<file path="src/rtl/button_event_serializer.sv">
// button_event_serializer
//
// Pops multi-hot button words from an upstream FIFO (1-cycle read latency)
// and serializes each word into one single-button event per set bit, lowest
// index first, using a valid/ready handshake towards the consumer.
//
// Optional feature: define BTN_SER_EVENT_CNT_EN to keep a saturating 8-bit
// event counter per button, readable through cnt_sel/cnt_out. Without the
// macro no counters exist, cnt_out is tied to 0 and cnt_sel is ignored.
//
// Ports:
//   clk         in   1      rising-edge clock
//   rst         in   1      asynchronous, active-low reset
//   fifo_dout   in   WIDTH  upstream event word, bit i = button i pressed
//   fifo_empty  in   1      upstream FIFO empty
//   fifo_rd_en  out  1      pop request (combinational)
//   evt_valid   out  1      single-button event presented (registered)
//   evt_ready   in   1      consumer accepts the event
//   evt_idx     out  IDX_W  index of the presented button (registered)
//   evt_multi   out  1      event came from a word with >= 2 bits set
//   cnt_sel     in   IDX_W  counter select
//   cnt_out     out  8      selected counter value
module button_event_serializer #(
    parameter int WIDTH = 4,
    parameter int IDX_W = 2
) (
    input  logic             clk,
    input  logic             rst,
    input  logic [WIDTH-1:0] fifo_dout,
    input  logic             fifo_empty,
    output logic             fifo_rd_en,
    output logic             evt_valid,
    input  logic             evt_ready,
    output logic [IDX_W-1:0] evt_idx,
    output logic             evt_multi,
    input  logic [IDX_W-1:0] cnt_sel,
    output logic [7:0]       cnt_out
);

    typedef enum logic [1:0] {
        IDLE,
        FETCH,
        SERVE
    } state_t;

    state_t           state;
    state_t           state_next;
    logic [WIDTH-1:0] pending;
    logic [WIDTH-1:0] pending_clr;
    logic             handshake;

    function automatic logic [IDX_W-1:0] lowest_bit(input logic [WIDTH-1:0] w);
        lowest_bit = '0;
        for (int i = WIDTH - 1; i >= 0; i--) begin
            if (w[i]) begin
                lowest_bit = IDX_W'(i);
            end
        end
    endfunction

    assign handshake   = evt_valid && evt_ready;
    // pending with the currently presented bit removed
    assign pending_clr = pending & ~(WIDTH'(1) << evt_idx);

    always_ff @(posedge clk or negedge rst) begin
        if (!rst) begin
            state <= IDLE;
        end else begin
            state <= state_next;
        end
    end

    // Gating with rst keeps the pop request low while reset is held,
    // even though the state register already reads IDLE.
    always_comb begin
        state_next = state;
        fifo_rd_en = 1'b0;
        case (state)
            IDLE: begin
                if (rst && !fifo_empty) begin
                    fifo_rd_en = 1'b1;
                    state_next = FETCH;
                end
            end
            FETCH: begin
                state_next = (fifo_dout != '0) ? SERVE : IDLE;
            end
            SERVE: begin
                if (handshake && (pending_clr == '0)) begin
                    state_next = IDLE;
                end
            end
            default: begin
                state_next = IDLE;
            end
        endcase
    end

    // Event registers: loaded when the popped word arrives, advanced to the
    // next lowest bit on every accepted event. evt_multi is only written on
    // capture so it stays constant for all events of one word.
    always_ff @(posedge clk or negedge rst) begin
        if (!rst) begin
            pending   <= '0;
            evt_valid <= 1'b0;
            evt_idx   <= '0;
            evt_multi <= 1'b0;
        end else begin
            case (state)
                FETCH: begin
                    pending <= fifo_dout;
                    if (fifo_dout != '0) begin
                        evt_valid <= 1'b1;
                        evt_idx   <= lowest_bit(fifo_dout);
                        evt_multi <= |(fifo_dout & (fifo_dout - WIDTH'(1)));
                    end
                end
                SERVE: begin
                    if (handshake) begin
                        pending <= pending_clr;
                        evt_idx <= lowest_bit(pending_clr);
                        if (pending_clr == '0) begin
                            evt_valid <= 1'b0;
                        end
                    end
                end
                default: begin
                    evt_valid <= 1'b0;
                end
            endcase
        end
    end

`ifdef BTN_SER_EVENT_CNT_EN
    logic [7:0] counters [WIDTH];

    // Per-button counters, saturating at 255
    always_ff @(posedge clk or negedge rst) begin
        if (!rst) begin
            for (int i = 0; i < WIDTH; i++) begin
                counters[i] <= 8'd0;
            end
        end else begin
            for (int i = 0; i < WIDTH; i++) begin
                if (handshake && (32'(evt_idx) == i) && (counters[i] != 8'hFF)) begin
                    counters[i] <= counters[i] + 8'd1;
                end
            end
        end
    end

    // A select value with no matching button reads as 0
    always_comb begin
        cnt_out = 8'd0;
        for (int i = 0; i < WIDTH; i++) begin
            if (32'(cnt_sel) == i) begin
                cnt_out = counters[i];
            end
        end
    end
`else
    logic unused_cnt_sel;

    assign unused_cnt_sel = ^cnt_sel;
    assign cnt_out        = 8'd0;
`endif

endmodule

</file>
<file path="config.mk">
export PLATFORM = sky130hd
export DESIGN_NAME = button_event_serializer
export DESIGN_NICKNAME = d
export VERILOG_FILES = /design/src/rtl/button_event_serializer.sv
export SDC_FILE = /design/constraint.sdc
export NUM_CORES = 1
export LEC_CHECK = 0
export BUFFER_PORTS_ARGS = -buffer_cell sky130_fd_sc_hd__buf_2
export CAP_MARGIN = 20
export CORE_MARGIN = 2
export CORE_UTILIZATION = 50
export CTS_CLUSTER_SIZE = 28
export DETAILED_ROUTE_END_ITERATION = 8
export HOLD_SLACK_MARGIN = 0.03
export PLACE_DENSITY = 0.8
export SETUP_SLACK_MARGIN = 0.02
export SYNTH_ARGS = -nofsm -noshare
export SYNTH_HDL_FRONTEND = slang
export SYNTH_SLANG_ARGS = --single-unit
</file>
<file path="constraint.sdc">
create_clock -name clk -period 1.3 [get_ports clk]
set_input_delay 0.065 -clock clk [delete_from_list [all_inputs] [get_ports clk]]
set_output_delay 0.065 -clock clk [all_outputs]
set_load 0.05 [all_outputs]
</file>
Yosys cells after proc, flatten, opt, wreduce, memory -nomap -nowiden

Cells that the tools add are included.

Register bits: 10
Bits in latches: 0
RAM bits: 0
Bits in read-only memories: 0
Input port bits: 10
Output and inout port bits: 13
Word-level logic and storage cells: 54
Memories: 0

Add/subtract/negate cells: 1
Multipliers: 0
Div/mod/pow operators: 0
Magnitude comparators: 0
Eq/ne operators: 7
Shift-type cells: 1
Multiplexer cells: 23
Bitwise logic cells: 3
Reductions and logical operators: 14

Operator list:

| operator            | count |
|---|---|
| $mux 2              | 13 |
| $ne 2x2->1 const B  | 5 |
| $and 4x4->4         | 2 |
| $pmux 4 s2          | 1 |
| $pmux 2 s3          | 1 |
| $reduce_and 2->1    | 3 |
| $reduce_and 3->1    | 2 |
| $mux 1              | 5 |
| $logic_not 4->1     | 1 |
| $mux 4              | 1 |
| $not 4->4           | 1 |
| $pmux 2 s2          | 1 |
| $reduce_bool 4->1   | 1 |
| $reduce_or 4->1     | 1 |
| $shl 1x2->4 const A | 1 |
| $sub 4x1->4 const B | 1 |
| $logic_and 1x1->1   | 3 |
| $eq 2x1->1 const B  | 1 |
| $eq 2x2->1 const B  | 1 |
| $logic_not 2->1     | 1 |
| $pmux 1 s2          | 1 |
| $reduce_bool 2->1   | 1 |
| $logic_not 1->1     | 1 |

Logic depth before layout (Yosys ltp)

Gate-level depths: netlist of the first run.

Depth in word-level cells: 9
Gate-level depth with buffers: 5
Depth with buffers taken out: 4

Worst setup path after synthesis of the first run

No wires, ideal clock.

Path type: flip-flop to output port
Start: reg state[0]
End: out fifo_rd_en
Arrival time: 2.205 ns
Required time: 1.235 ns
Path slack: -0.970 ns
Cell stages (with the launch flop): 3
Path buffers: 1
Path through: dfrtp_1 -> buf_6 -> nor4b_1

Word-level cells in the longest chain between the ends: 2

Ends and longest elaborated chain:

| what                   | line | text |
|---|---|---|
| from (decl)            | 46   | `state_t state;` |
| from (signal assigned) | 69   | `state <= state_next;` |
| $logic_not 2->1        | 78   | `case (state)` |
| $mux 1                 | 78   |  |
| to (decl)              | 31   | `output logic fifo_rd_en,` |

Every way passes these cells.

Worst setup path after layout of the first run

Same ends and word-level chain as after synthesis.

==> results.toml, run 1 <==
[die]
start_util = 0.537
fp.dieW_um = 44.2
die_height_um = 44.2
die_area_mm2 = 0.00195
coreArea_mm2 = 0.00151
ios = 23
row_count = 14

[place]
dp.cells = 131
dp_hpwl_um = 1360
gp_congestion = 0.852
post-place-ws_ns = 0.0607
place_area_um2 = 916
port_buffers = 12

[logic_synthesis]
ys_seq_elements = 10
syn_inst = 98
ys_types = 35
ys_seq_area_frac = 0.310
yosysWarnings = 0
synth_area_um2 = 808
syn_area_per_cell_um2 = 8.25

[global_route]
grt_pass1_vias = 671
overflow = 0
grt_pass1_wl_um = 3130
grt_usage = 0.228
antenna_found_initial = 0
grt_max_degree = 15

[layout]
fin_nets = 141
layout.cells.most_common = "buf_4"
drive_gt1_frac = 0.423
fillCellCount = 109
layout_common_cells = "15 x buf_4, 14 x nand2_1, 11 x buf_2"
area_growth_pct = 35.0
diodes = 0
final_area_mm2 = 0.00109
final_util = 0.724
fin_cells = 146

[sta]
min_period_ns = 1.34
setup_slack_ns = -0.0381
hold_violations = 0
drv_slew = 0
grt_setup_unrepaired = "yes"
setup_viol = 3
max_freq_ghz = 0.747
fin_tns_setup_ns = -0.0863
period_share = 1.03
worst_clock_skew_ns = 0.00915
finalHoldWorstSlack_ns = 0.0592

[critical_path]
r2r-start = "state[0]"
crit_chain = "buf_6, nor4b_4, buf_6"
arrival_ns = 1.27
crit_path_end_kind = "output pin"
path_common_cell = "buf_6"
ff2ff_path_depth = 5
critPathKind = "reg2out"
startpoint = "state[0]"
slowest_delay_ns = 0.42
cp-start-kind = "flip-flop"
cp_slowest_cell = "dfrtp_2"
timing.rr.end = "pending[0]"
worstPathRequired_ns = 1.24
crit_fanout = 2
ff2ff_setup_slack_ns = -0.02
critical_path.endpoint = "fifo_rd_en"

[detailed_routing]
wl_per_cell_um = 14.8
dr.first_iter.drc_count = 15
drtAntennaViolNets = 0
dr.pass1.iters = 5
routed_wl_um = 2160
drcViolationCount = 0
vias = 829
vias_per_cell = 5.68

[cts]
cts.sinks = 10
clockRootBuffer = "clkbuf_4"
clk_path_buf_depth = 2
tritoncts = "built"
cts_inserted_buffers = 3
clk_pin_slew_ns = 0.06
clock_latency_ns = 0.28
htreeDepth = 1

[power_and_ir_drop]
power.density_mw_per_mm2 = 2180
irDropWorstVdd_v = 0.00132
p_leak_nw = 0.499
report.power.total_mw = 2.38

[flow_run]
drv_cap = 0

[min_path]
hp-class = "in2reg"

[status]
violations = "negative setup slack"
outcome = "finished with violations"
## worst min path at each step
stage                         start          to  cells after the start
after global routing      evt_ready   evt_valid                      2
final                     evt_ready   evt_valid                      2
after detailed placement        rst    state[0]                      2
after CTS                 evt_ready   evt_valid                      2
after global placement          rst    state[0]                      2
after floorplan                 rst  evt_idx[0]                      0
## synth_stat cells (all sizes together)
cell type | number | area, µm²
a21oi | 6 | 30.0
a31oi | 3 | 18.8
and2b | 1 | 10.0
and4b | 1 | 10.0
buf | 12 | 92.6
conb | 1 | 3.75
dfrtp | 10 | 250
inv | 2 | 7.51
mux2 | 1 | 11.3
nand2 | 14 | 52.6
nand2b | 4 | 27.5
nand3 | 5 | 25.0
nand4b | 2 | 32.5
nor2 | 6 | 22.5
nor2b | 3 | 21.3
nor3 | 1 | 5.00
nor4 | 1 | 21.3
nor4b | 2 | 17.5
o211ai | 2 | 15.0
o21ai | 11 | 58.8
o22a | 1 | 8.76
o22ai | 3 | 18.8
o31a | 1 | 8.76
o31ai | 1 | 7.51
o41ai | 1 | 8.76
or2 | 1 | 6.26
or2b | 1 | 7.51
xor2 | 1 | 8.76
## cell families after synthesis
family	share of synthesized area
flip-flops	0.310
XOR/XNOR	0.0108
other	0.00464
AO/OA/AOI/OAI	0.217
multiplexers	0.0139
AND/OR/NAND/NOR	0.320
buffers and inverters	0.124
## sequential cells by signal, indices dropped and copies added, names as in the netlist
| register | count |
|---|---|
| pending | 4 |
| evt_idx | 2 |
| state | 2 |
| evt_multi | 1 |
| evt_valid | 1 |
## report_power, final
part           total (mW)  internal [mW]  switching, mW
Clock               0.234          0.119          0.116
Sequential          0.641          0.455          0.186
Combinational        1.50          0.663          0.840
## layer usage
| metal | vias up | wire [µm] | global-route usage | share of wire |
|---|---|---|---|---|
| met4 | 0 | 38 | 0.109 | 0.018 |
| li1 | 401 | - | - | - |
| met5 | - | 0 | 0 | 0 |
| met3 | 5 | 95 | 0.0490 | 0.044 |
| met2 | 24 | 1130 | 0.362 | 0.52 |
| met1 | 399 | 899 | 0.294 | 0.42 |
## what timing repair did
action                                  4_1_cts  5_1_grt
endpoints found under the setup margin        1        8
endpoints found under the hold margin        11        0
pin swaps                                     4        3
cloned                                        0        0
resized for setup                             7       10
setup buffers                                 2        7
hold buffers                                  2        0
## worst max-delay path, delay by kind of cell, from the launching register on
family / cells / cell delay (ns)
buffers and inverters: 2 / 0.32
DFF: 1 / 0.42
and+or+nand+nor: 1 / 0.27
## cell type report
cell class	count	area [µm²]	share of cell area
flip-flops and latches	10	256	0.235
clock buffers	4	26.3	0.0241
well taps	16	20.0	0.0183
multi-input cells	81	549	0.503
inverters	2	7.51	0.00688
repair buffers	33	231	0.212
No activity file was read; power rests on OpenSTA's default activity.
==> run 2: changes to the inputs <==
--- a/config.mk
+++ b/config.mk
@@ -5,14 +5,16 @@
 export SDC_FILE = /design/constraint.sdc
 export NUM_CORES = 1
 export LEC_CHECK = 0
-export BUFFER_PORTS_ARGS = -buffer_cell sky130_fd_sc_hd__buf_2
+export BUFFER_PORTS_ARGS = -buffer_cell sky130_fd_sc_hd__clkbuf_2
 export CAP_MARGIN = 20
+export CELL_PAD_IN_SITES_DETAIL_PLACEMENT = 0
+export CELL_PAD_IN_SITES_GLOBAL_PLACEMENT = 1
 export CORE_MARGIN = 2
-export CORE_UTILIZATION = 50
+export CORE_UTILIZATION = 36
 export CTS_CLUSTER_SIZE = 28
 export DETAILED_ROUTE_END_ITERATION = 8
 export HOLD_SLACK_MARGIN = 0.03
-export PLACE_DENSITY = 0.8
+export PLACE_DENSITY = 0.79
 export SETUP_SLACK_MARGIN = 0.02
 export SYNTH_ARGS = -nofsm -noshare
 export SYNTH_HDL_FRONTEND = slang
==> run 2 against run 1 <==
Compared with the run above:
- the run still ends with negative setup slack left
- critical path depth is the same
- design area shrank 5.7%
- power shrank 8.2%
- combinational power shrank 14%
- wire length shrank 13%
- setup slack gained 0.015 ns
- flip-flop and latch count is the same
- global-route usage shrank 6.6 points
==> results.toml, run 2 (synthesis gave the netlist of run 1 again) <==
[cts]
cts.sinks = 10
clk_pin_slew_ns = 0.07
clockRootBuffer = "clkbuf_4"
cts_inserted_buffers = 3
clock_latency_ns = 0.27
tritoncts = "built"
htreeDepth = 1
clk_path_buf_depth = 2

[die]
die_area_mm2 = 0.00264
die_height_um = 51.4
start_util = 0.373
row_count = 17
coreArea_mm2 = 0.00217
ios = 23
fp.dieW_um = 51.4

[sta]
min_period_ns = 1.32
hold_violations = 0
worst_clock_skew_ns = 0.000834
grt_setup_unrepaired = "yes"
drv_slew = 0
setup_viol = 2
setup_slack_ns = -0.0231
period_share = 1.02
max_freq_ghz = 0.756
finalHoldWorstSlack_ns = 0.0439

[detailed_routing]
vias = 744
drtAntennaViolNets = 0
wl_per_cell_um = 12.4
dr.pass1.iters = 4
dr.first_iter.drc_count = 20
drcViolationCount = 0
vias_per_cell = 4.93
routed_wl_um = 1880

[critical_path]
worstPathRequired_ns = 1.24
ff2ff_path_depth = 5
critPathKind = "reg2out"
timing.rr.end = "pending[0]"
startpoint = "state[1]"
crit_path_end_kind = "output pin"
crit_fanout = 2
cp-start-kind = "flip-flop"
r2r-start = "state[1]"
arrival_ns = 1.26
ff2ff_setup_slack_ns = 0

[layout]
diodes = 0
final_util = 0.474
largest_register_ffs = 4
fin_nets = 134
top_register = "pending"
top_regs = "pending x4, evt_idx x2, state x2"
layout_common_cells = "14 x nand2_1, 11 x clkbuf_2, 9 x buf_4"
layout.cells.most_common = "nand2_1"
drive_gt1_frac = 0.350
final_area_mm2 = 0.00103
area_growth_pct = 27.2
fillCellCount = 243

[min_path]
hold_start = "evt_ready"
holdPathStages = 2
hp-class = "in2reg"
worstHoldEndpoint = "evt_valid"

[place]
port_buffers = 12
place_area_um2 = 908
gp_congestion = 0.811
dp_hpwl_um = 1400

[power_and_ir_drop]
report.power.total_mw = 2.18
irDropWorstVdd_v = 0.000891
p_leak_nw = 0.460
power.density_mw_per_mm2 = 2120

[global_route]
antenna_found_initial = 0
grt_pass1_wl_um = 3110
grt_usage = 0.162
grt_max_degree = 15
overflow = 0
grt_pass1_vias = 669

[status]
violations = "negative setup slack"
outcome = "finished with violations"

[flow_run]
drv_cap = 0
run 2: cell count changes in the layout (fill, tap and decap cells not counted), sizes merged:
cell / previous run / this run
buf: 29 / 13
clkbuf: 6 / 15
run 2: final cells by class:
class / count / area, µm² / share of cell area
Sequential cell: 10 / 255 / 0.248
Timing Repair Buffer: 26 / 185 / 0.180
Multi-Input combinational cell: 81 / 519 / 0.505
Inverter: 2 / 7.51 / 0.00730
Tap cell: 28 / 35.0 / 0.0341
Clock buffer: 4 / 26.3 / 0.0255
run 2: worst max path at each step:
stage | end | slack, ns
floorplan | fifo_rd_en | 0.04
CTS | fifo_rd_en | -0.03
global placement | fifo_rd_en | 0.07
detailed placement | pending[0] | 0.05
finish | fifo_rd_en | -0.02
global route | pending[0] | -0.09
run 2: metrics by stage:
stage          setup WS, ns  setup TNS [ns]  instances
2_1_floorplan        0.0359               0        105
3_3_place_gp         0.0654               0        140
3_5_place_dp         0.0517               0        140
4_1_cts             -0.0329         -0.0452        149
5_1_grt             -0.0898          -0.348        151
6_report            -0.0231         -0.0264        151
run 2: worst max-delay path, cell delays in order, from the launching register on:
cell	delay, ns
dfrtp_1	0.40
buf_6	0.13
nor4b_4	0.27
buf_8	0.18
run 2: routing by layer:
layer / up-vias / track usage / wire (µm)
met4: 0 / 0.0789 / 36
met1: 341 / 0.226 / 904
met2: 16 / 0.239 / 872
met3: 5 / 0.0292 / 62
li1: 382 / - / -
met5: - / 0 / 0
run 2: timing repair:
item / 4_1_cts / 5_1_grt
gates resized for setup: 7 / 3
hold endpoints to repair: 11 / 0
setup buffers: 3 / 2
pin swaps: 3 / 1
endpoints found under the setup margin: 1 / 8
hold buffers: 2 / 0
run 2: report_power, final:
group | internal (mW) | leakage [nW] | switching [mW]
combinational | 0.536 | 0.329 | 0.757
sequential | 0.451 | 0.116 | 0.199
clock | 0.119 | 0.0150 | 0.120
total | 1.11 | 0.460 | 1.08
